<file path="src/rtl/pc_if_pkg.sv">
`default_nettype none
// ============================================================================
//  Module   : pc_if_pkg
//  Purpose  : Shared definitions for the PC bank access engine: one-hot state
//             encoding, command byte field positions and the bytes-per-bank
//             helper.
//  Revision : 1.0 - initial release
// ============================================================================
package pc_if_pkg;

  // One-hot state encoding of the frame engine.
  typedef enum logic [10:0] {
    ST_IDLE    = 11'b000_0000_0001,
    ST_CMD     = 11'b000_0000_0010,
    ST_LEN     = 11'b000_0000_0100,
    ST_CHECK   = 11'b000_0000_1000,
    ST_LOAD    = 11'b000_0001_0000,
    ST_WAIT_RX = 11'b000_0010_0000,
    ST_RX      = 11'b000_0100_0000,
    ST_WRITE   = 11'b000_1000_0000,
    ST_WAIT_TX = 11'b001_0000_0000,
    ST_TX      = 11'b010_0000_0000,
    ST_NEXT    = 11'b100_0000_0000
  } pc_state_e;

  // Command byte layout.
  localparam int c_CMD_WR_BIT    = 7;
  localparam int c_CMD_AI_BIT    = 6;
  localparam int c_CMD_ADDR_HI   = 3;
  localparam int c_CMD_ADDR_LO   = 0;

  // Number of serial bytes needed to carry one bank, rounded up.
  function automatic int pc_nb(input int width);
    return (width + 7) / 8;
  endfunction

endpackage
`default_nettype wire

</file>
<file path="src/rtl/pc_if_timeout.sv">
`default_nettype none
// ============================================================================
//  Module   : pc_if_timeout
//  Purpose  : Inter-byte timeout counter. Clear has priority, increments stop
//             at all-ones and the saturated state is flagged.
//  Revision : 1.0 - initial release
// ============================================================================
module pc_if_timeout #(
  parameter int WIDTH = 16
) (
  input  logic i_clk,
  input  logic i_arst_n,
  input  logic i_clear,
  input  logic i_inc,
  output logic o_sat
);

  logic [WIDTH-1:0] r_cnt;

  assign o_sat = &r_cnt;

  // Count idle receive cycles; restart on every accepted byte.
  always_ff @(posedge i_clk or negedge i_arst_n) begin
    if (!i_arst_n) begin
      r_cnt <= '0;
    end else if (i_clear) begin
      r_cnt <= '0;
    end else if (i_inc && !o_sat) begin
      r_cnt <= r_cnt + WIDTH'(1);
    end
  end

endmodule
`default_nettype wire

</file>
<file path="src/rtl/pc_bank_access_engine.sv">
`default_nettype none
// ============================================================================
//  Module   : pc_bank_access_engine
//  Purpose  : Byte-serial command engine giving a PC (via a UART byte link)
//             read and write access to a set of register banks.
//             Frame: CMD, LEN, payload (MSB-first bytes per bank).
//             Optional: define PC_BANK_ACCESS_CHKSUM_EN to append/expect an
//             XOR checksum byte after every bank payload.
//  Revision : 1.0 - initial release
// ============================================================================
module pc_bank_access_engine
  import pc_if_pkg::*;
#(
  parameter int NUM_BANKS     = 8,
  parameter int BANK_WIDTH    = 56,
  parameter int TIMEOUT_WIDTH = 16
) (
  input  logic                         i_clk,
  input  logic                         i_arst_n,
  input  logic                         i_pc_valid,
  input  logic [7:0]                   i_pc_data,
  output logic                         o_pc_rd,
  input  logic                         i_pc_rdy,
  output logic [7:0]                   o_pc_data,
  output logic                         o_pc_wr,
  output logic [$clog2(NUM_BANKS)-1:0] o_bank_addr,
  input  logic [BANK_WIDTH-1:0]        i_bank_rdata,
  output logic [BANK_WIDTH-1:0]        o_bank_wdata,
  output logic                         o_bank_wr,
  output logic                         o_busy,
  output logic                         o_err
);

  localparam int c_AW = $clog2(NUM_BANKS);
  localparam int c_NB = pc_nb(BANK_WIDTH);
  localparam int c_SW = c_NB * 8;

`ifdef PC_BANK_ACCESS_CHKSUM_EN
  localparam bit c_CHKSUM = 1'b1;
`else
  localparam bit c_CHKSUM = 1'b0;
`endif

  // Byte index of the last data byte, of the checksum slot, and of the last
  // byte of a bank on the wire (checksum included when enabled).
  localparam logic [3:0] c_DLAST = 4'(c_NB - 1);
  localparam logic [3:0] c_NBW   = 4'(c_NB);
  localparam logic [3:0] c_LAST  = 4'(c_NB - 1 + (c_CHKSUM ? 1 : 0));

  pc_state_e         r_state;
  logic              r_cmd_wr;
  logic              r_cmd_ai;
  logic [3:0]        r_start;
  logic [7:0]        r_len;
  logic [c_AW-1:0]   r_addr;
  logic [3:0]        r_byte_cnt;
  logic [7:0]        r_chk;
  logic [c_SW-1:0]   r_shift;
  logic [7:0]        r_pc_data;
  logic [BANK_WIDTH-1:0] r_bank_wdata;
  logic              r_bank_wr;
  logic              r_err;

  logic              w_rx_state;
  logic              w_to_inc;
  logic              w_to_sat;
  logic              w_range_err;
  logic [8:0]        w_end;
  logic [c_SW-1:0]   w_rdata_ext;
  logic [c_SW-1:0]   w_shift_nx;
  logic [c_SW-1:0]   w_shift_in;

  assign w_rx_state = (r_state == ST_IDLE) || (r_state == ST_LEN) ||
                      (r_state == ST_WAIT_RX);
  assign o_pc_rd    = i_arst_n & i_pc_valid & w_rx_state;
  assign o_pc_wr    = i_pc_rdy & (r_state == ST_WAIT_TX);
  assign o_busy     = (r_state != ST_IDLE);
  assign o_pc_data  = r_pc_data;
  assign o_bank_addr  = r_addr;
  assign o_bank_wdata = r_bank_wdata;
  assign o_bank_wr  = r_bank_wr;
  assign o_err      = r_err;

  // Timeout only advances while waiting for an expected byte.
  assign w_to_inc = ((r_state == ST_LEN) || (r_state == ST_WAIT_RX)) && !i_pc_valid;

  // Last bank touched; only bounded when auto-increment walks the address.
  assign w_end       = {5'b0, r_start} + {1'b0, r_len};
  assign w_range_err = ({1'b0, r_start} >= 5'(NUM_BANKS)) ||
                       (r_cmd_ai && (w_end >= 9'(NUM_BANKS)));

  assign w_rdata_ext = c_SW'(i_bank_rdata);
  assign w_shift_nx  = r_shift << 8;
  assign w_shift_in  = (r_shift << 8) | c_SW'(i_pc_data);

  pc_if_timeout #(
    .WIDTH (TIMEOUT_WIDTH)
  ) u_timeout (
    .i_clk    (i_clk),
    .i_arst_n (i_arst_n),
    .i_clear  (o_pc_rd),
    .i_inc    (w_to_inc),
    .o_sat    (w_to_sat)
  );

  // Frame sequencer with registered bank/error strobes and TX byte.
  always_ff @(posedge i_clk or negedge i_arst_n) begin
    if (!i_arst_n) begin
      r_state      <= ST_IDLE;
      r_cmd_wr     <= 1'b0;
      r_cmd_ai     <= 1'b0;
      r_start      <= '0;
      r_len        <= '0;
      r_addr       <= '0;
      r_byte_cnt   <= '0;
      r_chk        <= '0;
      r_shift      <= '0;
      r_pc_data    <= '0;
      r_bank_wdata <= '0;
      r_bank_wr    <= 1'b0;
      r_err        <= 1'b0;
    end else begin
      r_bank_wr <= 1'b0;
      r_err     <= 1'b0;
      unique case (r_state)
        ST_IDLE: begin
          if (i_pc_valid) begin
            r_cmd_wr <= i_pc_data[c_CMD_WR_BIT];
            r_cmd_ai <= i_pc_data[c_CMD_AI_BIT];
            r_start  <= i_pc_data[c_CMD_ADDR_HI:c_CMD_ADDR_LO];
            r_state  <= ST_CMD;
          end
        end
        ST_CMD: begin
          r_byte_cnt <= '0;
          r_chk      <= '0;
          r_state    <= ST_LEN;
        end
        ST_LEN: begin
          if (i_pc_valid) begin
            r_len   <= i_pc_data;
            r_state <= ST_CHECK;
          end else if (w_to_sat) begin
            r_err   <= 1'b1;
            r_state <= ST_IDLE;
          end
        end
        ST_CHECK: begin
          if (w_range_err) begin
            r_err   <= 1'b1;
            r_state <= ST_IDLE;
          end else begin
            r_addr  <= r_start[c_AW-1:0];
            r_state <= r_cmd_wr ? ST_WAIT_RX : ST_LOAD;
          end
        end
        ST_LOAD: begin
          r_shift    <= w_rdata_ext;
          r_pc_data  <= w_rdata_ext[c_SW-1 -: 8];
          r_byte_cnt <= '0;
          r_chk      <= '0;
          r_state    <= ST_WAIT_TX;
        end
        ST_WAIT_TX: begin
          if (i_pc_rdy) begin
            r_state <= ST_TX;
          end
        end
        ST_TX: begin
          r_chk   <= r_chk ^ r_pc_data;
          r_shift <= w_shift_nx;
          if (r_byte_cnt == c_LAST) begin
            r_state <= ST_NEXT;
          end else begin
            r_byte_cnt <= r_byte_cnt + 4'd1;
            // After the last data byte the running XOR becomes the checksum.
            if (c_CHKSUM && (r_byte_cnt == c_DLAST)) begin
              r_pc_data <= r_chk ^ r_pc_data;
            end else begin
              r_pc_data <= w_shift_nx[c_SW-1 -: 8];
            end
            r_state <= ST_WAIT_TX;
          end
        end
        ST_WAIT_RX: begin
          if (i_pc_valid) begin
            // Checksum byte folds into the XOR so a good bank ends at zero.
            r_chk <= r_chk ^ i_pc_data;
            if (r_byte_cnt != c_NBW) begin
              r_shift <= w_shift_in;
            end
            r_state <= ST_RX;
          end else if (w_to_sat) begin
            r_err   <= 1'b1;
            r_state <= ST_IDLE;
          end
        end
        ST_RX: begin
          if (r_byte_cnt == c_LAST) begin
            if (c_CHKSUM && (r_chk != 8'h00)) begin
              r_err   <= 1'b1;
              r_state <= ST_IDLE;
            end else begin
              r_state <= ST_WRITE;
            end
          end else begin
            r_byte_cnt <= r_byte_cnt + 4'd1;
            r_state    <= ST_WAIT_RX;
          end
        end
        ST_WRITE: begin
          r_bank_wdata <= r_shift[BANK_WIDTH-1:0];
          r_bank_wr    <= 1'b1;
          r_state      <= ST_NEXT;
        end
        ST_NEXT: begin
          if (r_len == 8'd0) begin
            r_state <= ST_IDLE;
          end else begin
            r_len      <= r_len - 8'd1;
            r_byte_cnt <= '0;
            r_chk      <= '0;
            if (r_cmd_ai) begin
              r_addr <= r_addr + c_AW'(1);
            end
            r_state <= r_cmd_wr ? ST_WAIT_RX : ST_LOAD;
          end
        end
        default: begin
          r_state <= ST_IDLE;
        end
      endcase
    end
  end

endmodule
`default_nettype wire

</file>
<file path="config.mk">
export PLATFORM = sky130hd
export DESIGN_NAME = pc_bank_access_engine
export DESIGN_NICKNAME = d
export VERILOG_FILES = /design/src/rtl/pc_if_pkg.sv /design/src/rtl/pc_if_timeout.sv /design/src/rtl/pc_bank_access_engine.sv
export SDC_FILE = /design/constraint.sdc
export NUM_CORES = 1
export LEC_CHECK = 0
export BUFFER_PORTS_ARGS = -buffer_cell sky130_fd_sc_hd__buf_2
export CORE_MARGIN = 2
export CORE_UTILIZATION = 59
export CTS_BUF_LIST = sky130_fd_sc_hd__clkbuf_8
export CTS_CLUSTER_SIZE = 30
export DETAILED_ROUTE_END_ITERATION = 16
export PLACE_DENSITY = 0.91
export REMOVE_ABC_BUFFERS = 1
export SYNTH_ARGS = -nofsm -noshare
export SYNTH_HDL_FRONTEND = slang
export SYNTH_SLANG_ARGS = --single-unit
export TNS_END_PERCENT = 1
</file>
<file path="constraint.sdc">
create_clock -name i_clk -period 3.01 [get_ports i_clk]
set_input_delay 0.602 -clock i_clk [delete_from_list [all_inputs] [get_ports i_clk]]
set_output_delay 0.602 -clock i_clk [all_outputs]
set_load 0.05 [all_outputs]
</file>
# Word level (Yosys, flattened, before mapping)

Cells that the tools add are included.

Register bits: 170
Latch bits: 0
Bits in writable memories: 0
Memory bits (read-only): 0
Bits of input ports: 68
Output and inout port bits: 72
Word-level logic and storage cells: 108
Memories: 0

Add/subtract/negate cells: 5
$mul: 0
Divide/modulo/power cells: 0
Order comparisons: 2
Equality and inequality tests: 24
Shift-type cells: 0
Mux-type cells: 33
Bitwise logic cells: 4
Reduce and logical (&&, ||, !) cells: 27

Operators with widths:

| cell                                                   | count |
|---|---|
| case mux 56 bit (3 select lines)                       | 1 |
| case mux 11 bit (11 select lines)                      | 1 |
| two-way mux 56 bit                                     | 2 |
| two-way mux 11 bit                                     | 6 |
| OR 56 x 8 -> 56 bit                                    | 1 |
| two-way mux 16 bit                                     | 2 |
| two-way mux 8 bit                                      | 4 |
| case mux 8 bit (2 select lines)                        | 2 |
| two-way mux 6 bit                                      | 3 |
| inequality test 2 bit (second input constant)          | 9 |
| adder 16 x 1 -> 16 bit (second input constant)         | 1 |
| AND reduction 16 bit                                   | 1 |
| case mux 4 bit (3 select lines)                        | 1 |
| equality test 11 x 1 -> 1 bit (second input constant)  | 1 |
| equality test 11 x 10 -> 1 bit (second input constant) | 1 |
| equality test 11 bit (second input constant)           | 1 |
| equality test 11 x 2 -> 1 bit (second input constant)  | 1 |
| equality test 11 x 3 -> 1 bit (second input constant)  | 1 |
| equality test 11 x 4 -> 1 bit (second input constant)  | 1 |
| equality test 11 x 5 -> 1 bit (second input constant)  | 1 |
| equality test 11 x 6 -> 1 bit (second input constant)  | 1 |
| equality test 11 x 7 -> 1 bit (second input constant)  | 1 |
| equality test 11 x 8 -> 1 bit (second input constant)  | 1 |
| equality test 11 x 9 -> 1 bit (second input constant)  | 1 |
| other kinds (26)                                       | 50 |

# Logic depth before layout (Yosys ltp)

Gate-level depths: netlist of run 1.

Word-level depth: 6
Depth in mapped cells: 8
Gate-level depth less buffers: 7

# Hierarchy

From an unflattened synthesis of run 1, not the netlist that was laid out.

Cell total of the unflattened synthesis: 746
Area total of the unflattened synthesis: 8104.0 µm²

Modules (own cells, without submodules):

| module                | instances | cells an instance | area an instance (µm²) | seq. area each (µm²) |
|---|---|---|---|---|
| pc_bank_access_engine | 1         | 640               | 7180.6                 | 3854.9 |
| pc_if_timeout         | 1         | 106               | 923.4                  | 400.4 |

# Worst setup path before layout of run 1

OpenSTA, ideal clock, no wires.

Kind: reg-to-output
Start: register r_state[9]
End: output port o_pc_rd
Data arrival time: 2388 ps
Required time: 2408 ps
Slack: 20 ps
Stages on the path, launching flop included: 6
Path buffers: 2
Cells stage by stage: dfrtp_1 -> buf_2 -> nor4_2 -> nand4_1 -> a21oi_2 -> buf_2

Word-level cells in the longest chain between the ends: 4
Elaborated cells between the ends (all ways): 6
Those cells by class: eq/ne: 3; bitwise: 1; reduce/logical: 2

Ends and longest elaborated chain:

| what                                                                                  | line                         | source |
|---|---|---|
| from (decl)                                                                           | pc_bank_access_engine.sv:50  | `pc_state_e r_state;` |
| from (signal assigned)                                                                | pc_bank_access_engine.sv:154 | `r_state <= r_cmd_wr ? ST_WAIT_RX : ST_LOAD;` |
| from (signal assigned)                                                                | pc_bank_access_engine.sv:226 | `r_state <= r_cmd_wr ? ST_WAIT_RX : ST_LOAD;` |
| equality test 11 x 1 -> 1 bit / equality test 11 x 3 -> 1 bit (equally long branches) | pc_bank_access_engine.sv:73  | `assign w_rx_state = (r_state == ST_IDLE) \|\| (r_state == ST_LEN) \|\|` |
| logical OR 1 bit                                                                      | pc_bank_access_engine.sv:73  |  |
| logical OR 1 bit *                                                                    | pc_bank_access_engine.sv:73  |  |
| AND 1 bit *                                                                           | pc_bank_access_engine.sv:75  | `assign o_pc_rd = i_arst_n & i_pc_valid & w_rx_state;` |
| to (decl)                                                                             | pc_bank_access_engine.sv:22  | `output logic o_pc_rd,` |

Every way passes the cells marked *; elsewhere a longest branch is shown, timed or not.

# Final worst setup path of run 1

Start: register r_state[9]
End: output port o_pc_wr

Word-level cells in the longest chain between the ends: 2

Ends and longest elaborated chain:

| what                          | line                        | source |
|---|---|---|
| equality test 11 x 9 -> 1 bit | pc_bank_access_engine.sv:76 | `assign o_pc_wr = i_pc_rdy & (r_state == ST_WAIT_TX);` |
| AND 1 bit                     | pc_bank_access_engine.sv:76 |  |
| to (decl)                     | pc_bank_access_engine.sv:25 | `output logic o_pc_wr,` |

Every way passes these cells.

==> metrics.cfg, run 1 <==
[synth]
synthFlopType=dfrtp_1
syn_inst=684
syn_area_mm2=0.00850
yosysTopAreaCell=dfrtp_1
synthTopCellsByArea=dfrtp_1, mux2_2, mux2_4
ys_types=64
synth_seq_cells=170
async_flop_share_pct=100
synth_top_cells_by_count=dfrtp_1, mux2_2, mux2_4
yosys.area.top_type_share_pct=49.7
yosysWarnings=0
seq_area_frac_synth_pct=50.0
synth.most_common_cell=dfrtp_1
synth_edf_count=0
syn_avg_cell_area_um2=12.4

[global_routing]
grt_max_degree=171
grt_pass1_wl_um=30100
grt_util_all_layers_pct=25.7
grt_pass1_vias=5920
grt_overflow=0
antenna_found_initial=0

[worst_setup_path]
max_stage_delay_ps=600
r2r_slack_ps=290
endpoint=o_pc_wr
crit_top_cell=buf_4
cp.depth=5
r2r-start=r_state[6]
reg2reg_to=r_shift[23]
crit_family=simple AND/OR/NAND/NOR gates
cp.required_ps=2410
critPathLaunchType=register
crit_buf_inv=2
cp_slowest_cell=or4_4
rr_worst_depth=5
path_max_fanout=8
cp_cell_sequence=or4_4 > nor4_2 > buf_4 > and2_1 > buf_4
worstSetupPathType=reg2out
critical_path_arrival_ps=2300
critPathCaptureType=output port
startpoint=r_state[9]

[clock_tree]
cts_buffer_depth=2
clk_latency_ps=460
cts_tree=done
clock-sinks=170
holdBufCountCts=0
cts.htree.levels=4
clkTransAtPathRegs_ps=90
cts-root-buf=clkbuf_8
cts_made_buffers=17

[die]
start_util_pct=60.8
coreArea_mm2=0.0140
die_y_um=124
ioPinCount=140
die_w_um=124
die_area_mm2=0.0154
core.rowCount=43

[sta]
finalCritPeriodShare_pct=96.5
timing.hold.ws_ps=236
hold_violations=0
clock_skew_ps=13.6
fmax_mhz=344
setup_ws_ps=107
setup_violations=0
period_needed_ps=2900
rsz0062_at_grt=false
drv_slew=0
relSlewSlack_pct=27.9
worst_slew_pin_slew_ps=1080

[run_status]
status=completed

[cells_and_area]
fillers=967
syn_to_final_growth_pct=15.2
drive_gt1_share_pct=43.8
final_util_pct=70.0
nNetsFinal=901
diodes=0

[worst_hold_path]
hp-class=in2async

[routing]
vias=6116
drt-initial-drc-count=483
drt_first_pass_iters=5
viasPerCell=6.03
antenna_left=0
drcViolationCount=0
drt-total-wl_um=19400
routedWlPerCell_um=19.1

[placement]
place_ws_ps=376
hpwlAfterDp_um=13000
gp_congestion=0.884
io_buffers=139

[pwr]
power.density_mw_per_mm2=584
leakage_nw=4.89
peakVddDrop_mv=0.464
p_total_w=0.00573

[flow_run]
maxCapViolCount=0

worst reg2reg max path, cell delays in order (launching register included):
cell	delay, ps
dfrtp_1	660
inv_1	160
nand4_1	200
a21o_2	850
mux2_2	460
mux2_4	270
how the worst min path moves through the flow:
stage	startpoint	slack, ps	endpoint	cells past startpoint
2_1_floorplan	i_arst_n	310	o_bank_addr[0]	0
3_3_place_gp	r_cmd_wr	450	r_state[4]	1
3_5_place_dp	r_cmd_wr	460	r_state[4]	1
4_1_cts	i_arst_n	360	r_start[1]	2
5_1_grt	i_arst_n	380	r_state[2]	2
6_report	i_arst_n	240	r_state[2]	2
placed cells by master (no fill, tap or decap), types with 4 or more instances in the layout:
cell and count:
nor3_1 8, mux2i_1 9, xnor2_1 6, nand4_1 15
a21oi_1 39, o31ai_1 10, nor2_1 37, and2_1 6
clkbuf_8 19, or4_1 8, inv_1 16, nor4_4 5
clkinvlp_4 5, dfrtp_1 167, nand2_1 29, o2bb2ai_1 10
nand2b_1 7, buf_2 137, nand3_1 15, a21o_1 4
a221oi_1 6, mux2_2 116, o21ai_0 9, ha_1 9
nor4_1 4, or3_1 4, buf_4 16, mux2_1 11
and3_1 4, mux2_4 40
report_power, final:
part	switching [W]	total (W)	internal [W]
logic	0.000683	0.00130	0.000619
clock network	0.000842	0.00146	0.000619
registers	0.000353	0.00296	0.00261
total	0.00188	0.00573	0.00385
state kept, by name, summed over array words and instances, names as in the netlist, 3 cells and up:
name / count
o_bank_addr: 3
o_bank_wdata: 56
o_pc_data: 8
r_byte_cnt: 4
r_len: 8
r_shift: 56
r_start: 4
r_state: 11
u_timeout.r_cnt: 16
kinds of logic (layout without fill, tap and decap cells):
logic type,count (synthesis),in the layout,share of synthesized area (%)
adder cells (fa/ha/maj),10,10,1.56
AO/OA/AOI/OAI,99,99,7.93
XOR/XNOR,7,7,0.721
multiplexers,176,176,24.9
flip-flops,170,170,50.0
AND/OR/NAND/NOR,170,170,11.6
buffers and inverters,52,203,3.18
layout make-up:
cell class / instances / area, um2 / area share (%)
flip-flops and latches: 170 / 4260 / 43.5
clock buffers: 19 / 262 / 2.67
repair buffers: 157 / 877 / 8.95
inverters: 15 / 56.3 / 0.575
multi-input cells: 462 / 4030 / 41.1
well taps: 180 / 225 / 2.30
clock inverters: 12 / 92.6 / 0.945
per-stage QoR:
| stage | instance area (um2) | instances | setup TNS [ps] |
|---|---|---|---|
| global placement | 9410 | 984 | 0 |
| finish | 9800 | 1015 | 0 |
| CTS | 9780 | 1015 | 0 |
| detailed placement | 9410 | 984 | 0 |
| global route | 9800 | 1015 | 0 |
| floorplan | 8290 | 647 | -205320 |
per-layer routing:
layer / vias up / routed length (um) / global-route usage (%)
li1: 2808 / - / -
met1: 3036 / 8310 / 34.8
met2: 240 / 9500 / 40.5
met3: 32 / 1130 / 5.95
met4: 0 / 418 / 10.0
met5: - / 0 / 0
repair_timing:
action                                  CTS  global route
endpoints found under the setup margin    2             2
pin swaps                                 0             0
buffers inserted                          0             0
resized for setup                         3             5
Power figures use the tool's default switching activity.
==> run 2, diff against run 1 <==
--- a/config.mk
+++ b/config.mk
@@ -7,11 +7,12 @@
 export LEC_CHECK = 0
 export BUFFER_PORTS_ARGS = -buffer_cell sky130_fd_sc_hd__buf_2
 export CORE_MARGIN = 2
-export CORE_UTILIZATION = 59
+export CORE_UTILIZATION = 53
 export CTS_BUF_LIST = sky130_fd_sc_hd__clkbuf_8
 export CTS_CLUSTER_SIZE = 30
 export DETAILED_ROUTE_END_ITERATION = 16
-export PLACE_DENSITY = 0.91
+export PLACE_DENSITY = 0.87
+export RECOVER_POWER = 25
 export REMOVE_ABC_BUFFERS = 1
 export SYNTH_ARGS = -nofsm -noshare
 export SYNTH_HDL_FRONTEND = slang
==> constraint.sdc (replaced) <==
create_clock -name i_clk -period 2.4 [get_ports i_clk]
set_input_delay 0.48 -clock i_clk [delete_from_list [all_inputs] [get_ports i_clk]]
set_output_delay 0.48 -clock i_clk [all_outputs]
set_load 0.05 [all_outputs]
==> metrics.cfg, run 2 (synthesized netlist as in run 1, its figures left out) <==
[die]
die_w_um=131
die_area_mm2=0.0171
ioPinCount=140
start_util_pct=53.9
die_y_um=131
coreArea_mm2=0.0158
core.rowCount=46

[placement]
hpwlAfterDp_um=13700
io_buffers=139
dp.cells=1044
gp_congestion=0.865

[cells_and_area]
nNetsFinal=927
register_area_mm2=0.00426
diodes=0
final_common_cell=dfrtp_1
fillers=1229
drive_gt1_share_pct=45.8
layout_common_cells=dfrtp_1, buf_2, mux2_2, mux2_4, a21oi_1
stdcell_count=1078
syn_to_final_growth_pct=19.8
multi_input_area_mm2=0.00407

[worst_setup_path]
worstSetupPathType=reg2out
crit_family=buffers and inverters
path_max_fanout=7
cp_cell_sequence=buf_6 > nor4_4 > buf_4 > nand4_1 > a21oi_2 > buf_6
cp.depth=6
cp_slowest_cell=dfrtp_1
crit_buf_inv=3
critPathLaunchType=register
reg2reg_to=r_shift[9]
max_stage_delay_ps=410
cp.required_ps=1920
critPathCaptureType=output port
r2r-start=r_state[9]
rr_worst_depth=8
r2r_slack_ps=-30
critical_path_arrival_ps=2090
crit_top_cell=buf_6

[routing]
vias=6226
drt_first_pass_iters=5
drcViolationCount=0
drt-total-wl_um=20000
viasPerCell=5.78
antenna_left=0
drt-initial-drc-count=341
routedWlPerCell_um=18.5

[run_status]
violations=capacitance limit, slew limit, setup timing
status=finished with violations

[worst_hold_path]
hp-start=i_pc_data[0]
holdPathEnd=r_len[0]
min_delay_path_depth=3
hp-class=in2reg

[global_routing]
grt_overflow=0
grt_pass1_wl_um=31800
grt_max_degree=171
grt_util_all_layers_pct=24.0
antenna_found_initial=0
grt_pass1_vias=6160

[sta]
relSlewSlack_pct=-41.4
rsz0062_at_grt=true
setup_violations=16
period_needed_ps=2570
setup_ws_ps=-175
worst_slew_pin_slew_ps=2120
fmax_mhz=388
hold_violations=0
finalCritPeriodShare_pct=107
drv_slew=171
clock_skew_ps=15.2

[clock_tree]
clock-sinks=170
holdBufCountCts=0
cts.htree.levels=4
cts_buffer_depth=2
cts_made_buffers=17
clkTransAtPathRegs_ps=90
cts_tree=done
clk_latency_ps=460
cts-root-buf=clkbuf_8

[pwr]
peakVddDrop_mv=0.643
p_total_w=0.00758
leakage_nw=5.08
power.density_mw_per_mm2=745

[flow_run]
maxCapViolCount=1

## run 2: cell count changes in the layout (fill, tap and decap cells not counted), moves of 2 or more
cell,delta
buf_4,+19
buf_12,+3
buf_6,+3
clkinvlp_4,-3
and2_4,+2
buf_2,-2
buf_8,+2
bufinv_16,+2
clkbuf_8,-2
## run 2: layout make-up
cell class	count	share of cell area, %
Multi-Input combinational cell	462	39.9
Timing Repair Buffer	183	11.2
Inverter	15	0.553
Clock buffer	17	2.30
Tap cell	216	2.65
Clock inverter	15	1.61
Sequential cell	170	41.8
## run 2: worst max path at each step
stage	start	to	slack (ps)
finish	r_state[9]	o_pc_rd	-170
global route	r_state[9]	o_pc_rd	-300
CTS	r_state[1]	o_pc_wr	-210
detailed placement	r_state[1]	o_pc_wr	-60
global placement	r_state[1]	o_pc_wr	-30
floorplan	r_state[1]	r_shift[0]	-3680
## run 2: per-layer routing
layer	track usage, %	part of all wire, %
met1	31.8	42
met2	39.4	51
met3	3.95	4.8
met4	9.89	2.7
met5	0	0
## run 2: worst register-to-register path, delay by kind of cell (launching register included)
| kind | cells | cell delay (ps) |
|---|---|---|
| flip-flops | 1 | 410 |
| AND/OR/NAND/NOR | 2 | 510 |
| AO/OA/AOI/OAI | 1 | 240 |
| multiplexers | 1 | 360 |
| buffers and inverters | 4 | 790 |
## run 2: through the flow
stage	utilization [%]	TNS (ps)	area, um2	setup WS [ps]	hold WS [ps]
floorplan	-	-285050	8290	-3680	184
global placement	61.4	-32.0	9680	-32.0	463
detailed placement	61.4	-58.3	9680	-58.3	474
CTS	64.4	-557	10200	-215	223
global route	64.6	-15590	10200	-299	283
finish	64.6	-652	10200	-175	298
## run 2: power by group
| group | switching [W] | leakage [nW] | internal [W] |
|---|---|---|---|
| clock | 0.00111 | 0.202 | 0.000946 |
| combinational | 0.000940 | 2.58 | 0.000905 |
| sequential | 0.000413 | 2.30 | 0.00327 |
## run 2: timing repair
| action | CTS | global route |
|---|---|---|
| pin swaps | 5 | 7 |
| resized for setup | 16 | 8 |
| setup endpoints to repair | 3 | 104 |
| buffers inserted | 2 | 1 |
==> run 3, diff against run 2 <==
--- a/config.mk
+++ b/config.mk
@@ -8,13 +8,14 @@
 export BUFFER_PORTS_ARGS = -buffer_cell sky130_fd_sc_hd__buf_2
 export CORE_MARGIN = 2
 export CORE_UTILIZATION = 53
-export CTS_BUF_LIST = sky130_fd_sc_hd__clkbuf_8
+export CTS_BUF_LIST = sky130_fd_sc_hd__clkbuf_4 sky130_fd_sc_hd__clkbuf_8
 export CTS_CLUSTER_SIZE = 30
 export DETAILED_ROUTE_END_ITERATION = 16
 export PLACE_DENSITY = 0.87
 export RECOVER_POWER = 25
 export REMOVE_ABC_BUFFERS = 1
+export SKIP_CTS_REPAIR_TIMING = 1
 export SYNTH_ARGS = -nofsm -noshare
 export SYNTH_HDL_FRONTEND = slang
 export SYNTH_SLANG_ARGS = --single-unit
-export TNS_END_PERCENT = 1
+export TNS_END_PERCENT = 50
==> metrics.cfg, run 3 (synthesized netlist as in run 1, its figures left out) <==
[run_status]
status=finished with violations
violations=capacitance limit, slew limit, setup timing

[cells_and_area]
stdcell_count=1082
layout_common_cells=dfrtp_1, buf_2, mux2_2, mux2_4
syn_to_final_growth_pct=20.1
fillers=1224
register_area_mm2=0.00426
multi_input_area_mm2=0.00406
final_util_pct=64.7
nNetsFinal=931
drive_gt1_share_pct=46.3
final_common_cell=dfrtp_1
diodes=0

[worst_setup_path]
critPathCaptureType=output port
critPathLaunchType=register
r2r-start=r_state[9]
max_stage_delay_ps=550
cp.required_ps=1920
cp_cell_sequence=or4_4 > nor4_4 > buf_4 > and2_4 > buf_8
startpoint=r_state[1]
crit_buf_inv=2
critical_path_arrival_ps=2210
path_max_fanout=3
worstSetupPathType=reg2out
crit_family=simple AND/OR/NAND/NOR gates
cp_slowest_cell=or4_4

[global_routing]
grt_overflow=0
grt_util_all_layers_pct=23.8
antenna_found_initial=0
grt_max_degree=171
grt_pass1_vias=6100
grt_pass1_wl_um=31500

[worst_hold_path]
hp-start=i_pc_data[0]
hp-class=in2reg

[die]
ioPinCount=140
die_w_um=131
start_util_pct=53.9
coreArea_mm2=0.0158
die_area_mm2=0.0171
die_y_um=131
core.rowCount=46

[placement]
io_buffers=139
gp_congestion=0.865
hpwlAfterDp_um=13700
dp.cells=1044

[sta]
setup_ws_ps=-291
rsz0062_at_grt=true
finalCritPeriodShare_pct=112
drv_slew=171
setup_violations=3
fmax_mhz=372
relSlewSlack_pct=-42.5
worst_slew_pin_slew_ps=2140
clock_skew_ps=16.0
period_needed_ps=2690
hold_violations=0

[routing]
routedWlPerCell_um=18.5
viasPerCell=5.79
drt_first_pass_iters=6
drcViolationCount=0
vias=6269
drt-total-wl_um=20100
antenna_left=0
drt-initial-drc-count=375

[clock_tree]
cts_made_buffers=17
clk_latency_ps=470
cts_buffer_depth=2
cts.htree.levels=4
cts_tree=done
clkTransAtPathRegs_ps=90
cts-root-buf=clkbuf_8
clock-sinks=170

[pwr]
leakage_nw=5.10
peakVddDrop_mv=0.643
power.density_mw_per_mm2=746

[flow_run]
maxCapViolCount=1

## run 3: worst paths after layout
path                       slack (ps)               end  cells past startpoint
max                              -290           o_pc_wr                      5
max in group asynchronous         300  o_bank_wdata[14]                      2
min                               290          r_len[0]                      3
max reg2reg                        20  o_bank_wdata[54]                      5
min in group asynchronous         720    o_bank_addr[1]                      2
min reg2reg                       480        r_state[4]                      1
## run 3: area by class of cell
| type | count | area share, % |
|---|---|---|
| repair buffers | 187 | 11.4 |
| multi-input cells | 462 | 39.8 |
| well taps | 216 | 2.65 |
| clock inverters | 14 | 1.57 |
| clock buffers | 18 | 2.36 |
| inverters | 15 | 0.551 |
| flip-flops and latches | 170 | 41.7 |
## run 3: power breakdown
group	internal (W)	switching [W]	leakage, nW	total [W]
logic	0.000912	0.000943	2.60	0.00185
registers	0.00327	0.000413	2.30	0.00369
clock network	0.000961	0.00111	0.202	0.00207
total	0.00515	0.00247	5.10	0.00761
## run 3: stage by stage
stage / worst slack, ps / hold slack (ps) / total power, W / instance area (um2) / TNS (ps)
after global routing: -346 / 277 / 0.00800 / 10200 / -12530
final: -291 / 293 / 0.00761 / 10200 / -594
after global placement: -32.0 / 463 / 0.00536 / 9680 / -32.0
after detailed placement: -58.3 / 474 / 0.00546 / 9680 / -58.3
after CTS: -591 / 216 / 0.00754 / 10100 / -1270
after floorplan: -3680 / 184 / 0.00480 / 8290 / -285050
## run 3: worst reg2reg max path, stage by stage (launching register included)
cell and delay [ps]:
dfrtp_1 400, buf_4 170, or4b_2 700, nor4_4 210, buf_12 330, mux2_2 460
## run 3: layer usage
metal | share of wire, % | global-route usage, % | wire length [um] | up-vias
li1 | - | - | - | 2863
met1 | 42 | 31.7 | 8490 | 3169
met2 | 51 | 39.0 | 10200 | 193
met3 | 4.0 | 4.23 | 799 | 44
met4 | 2.8 | 9.57 | 565 | 0
met5 | 0 | 0 | 0 | -
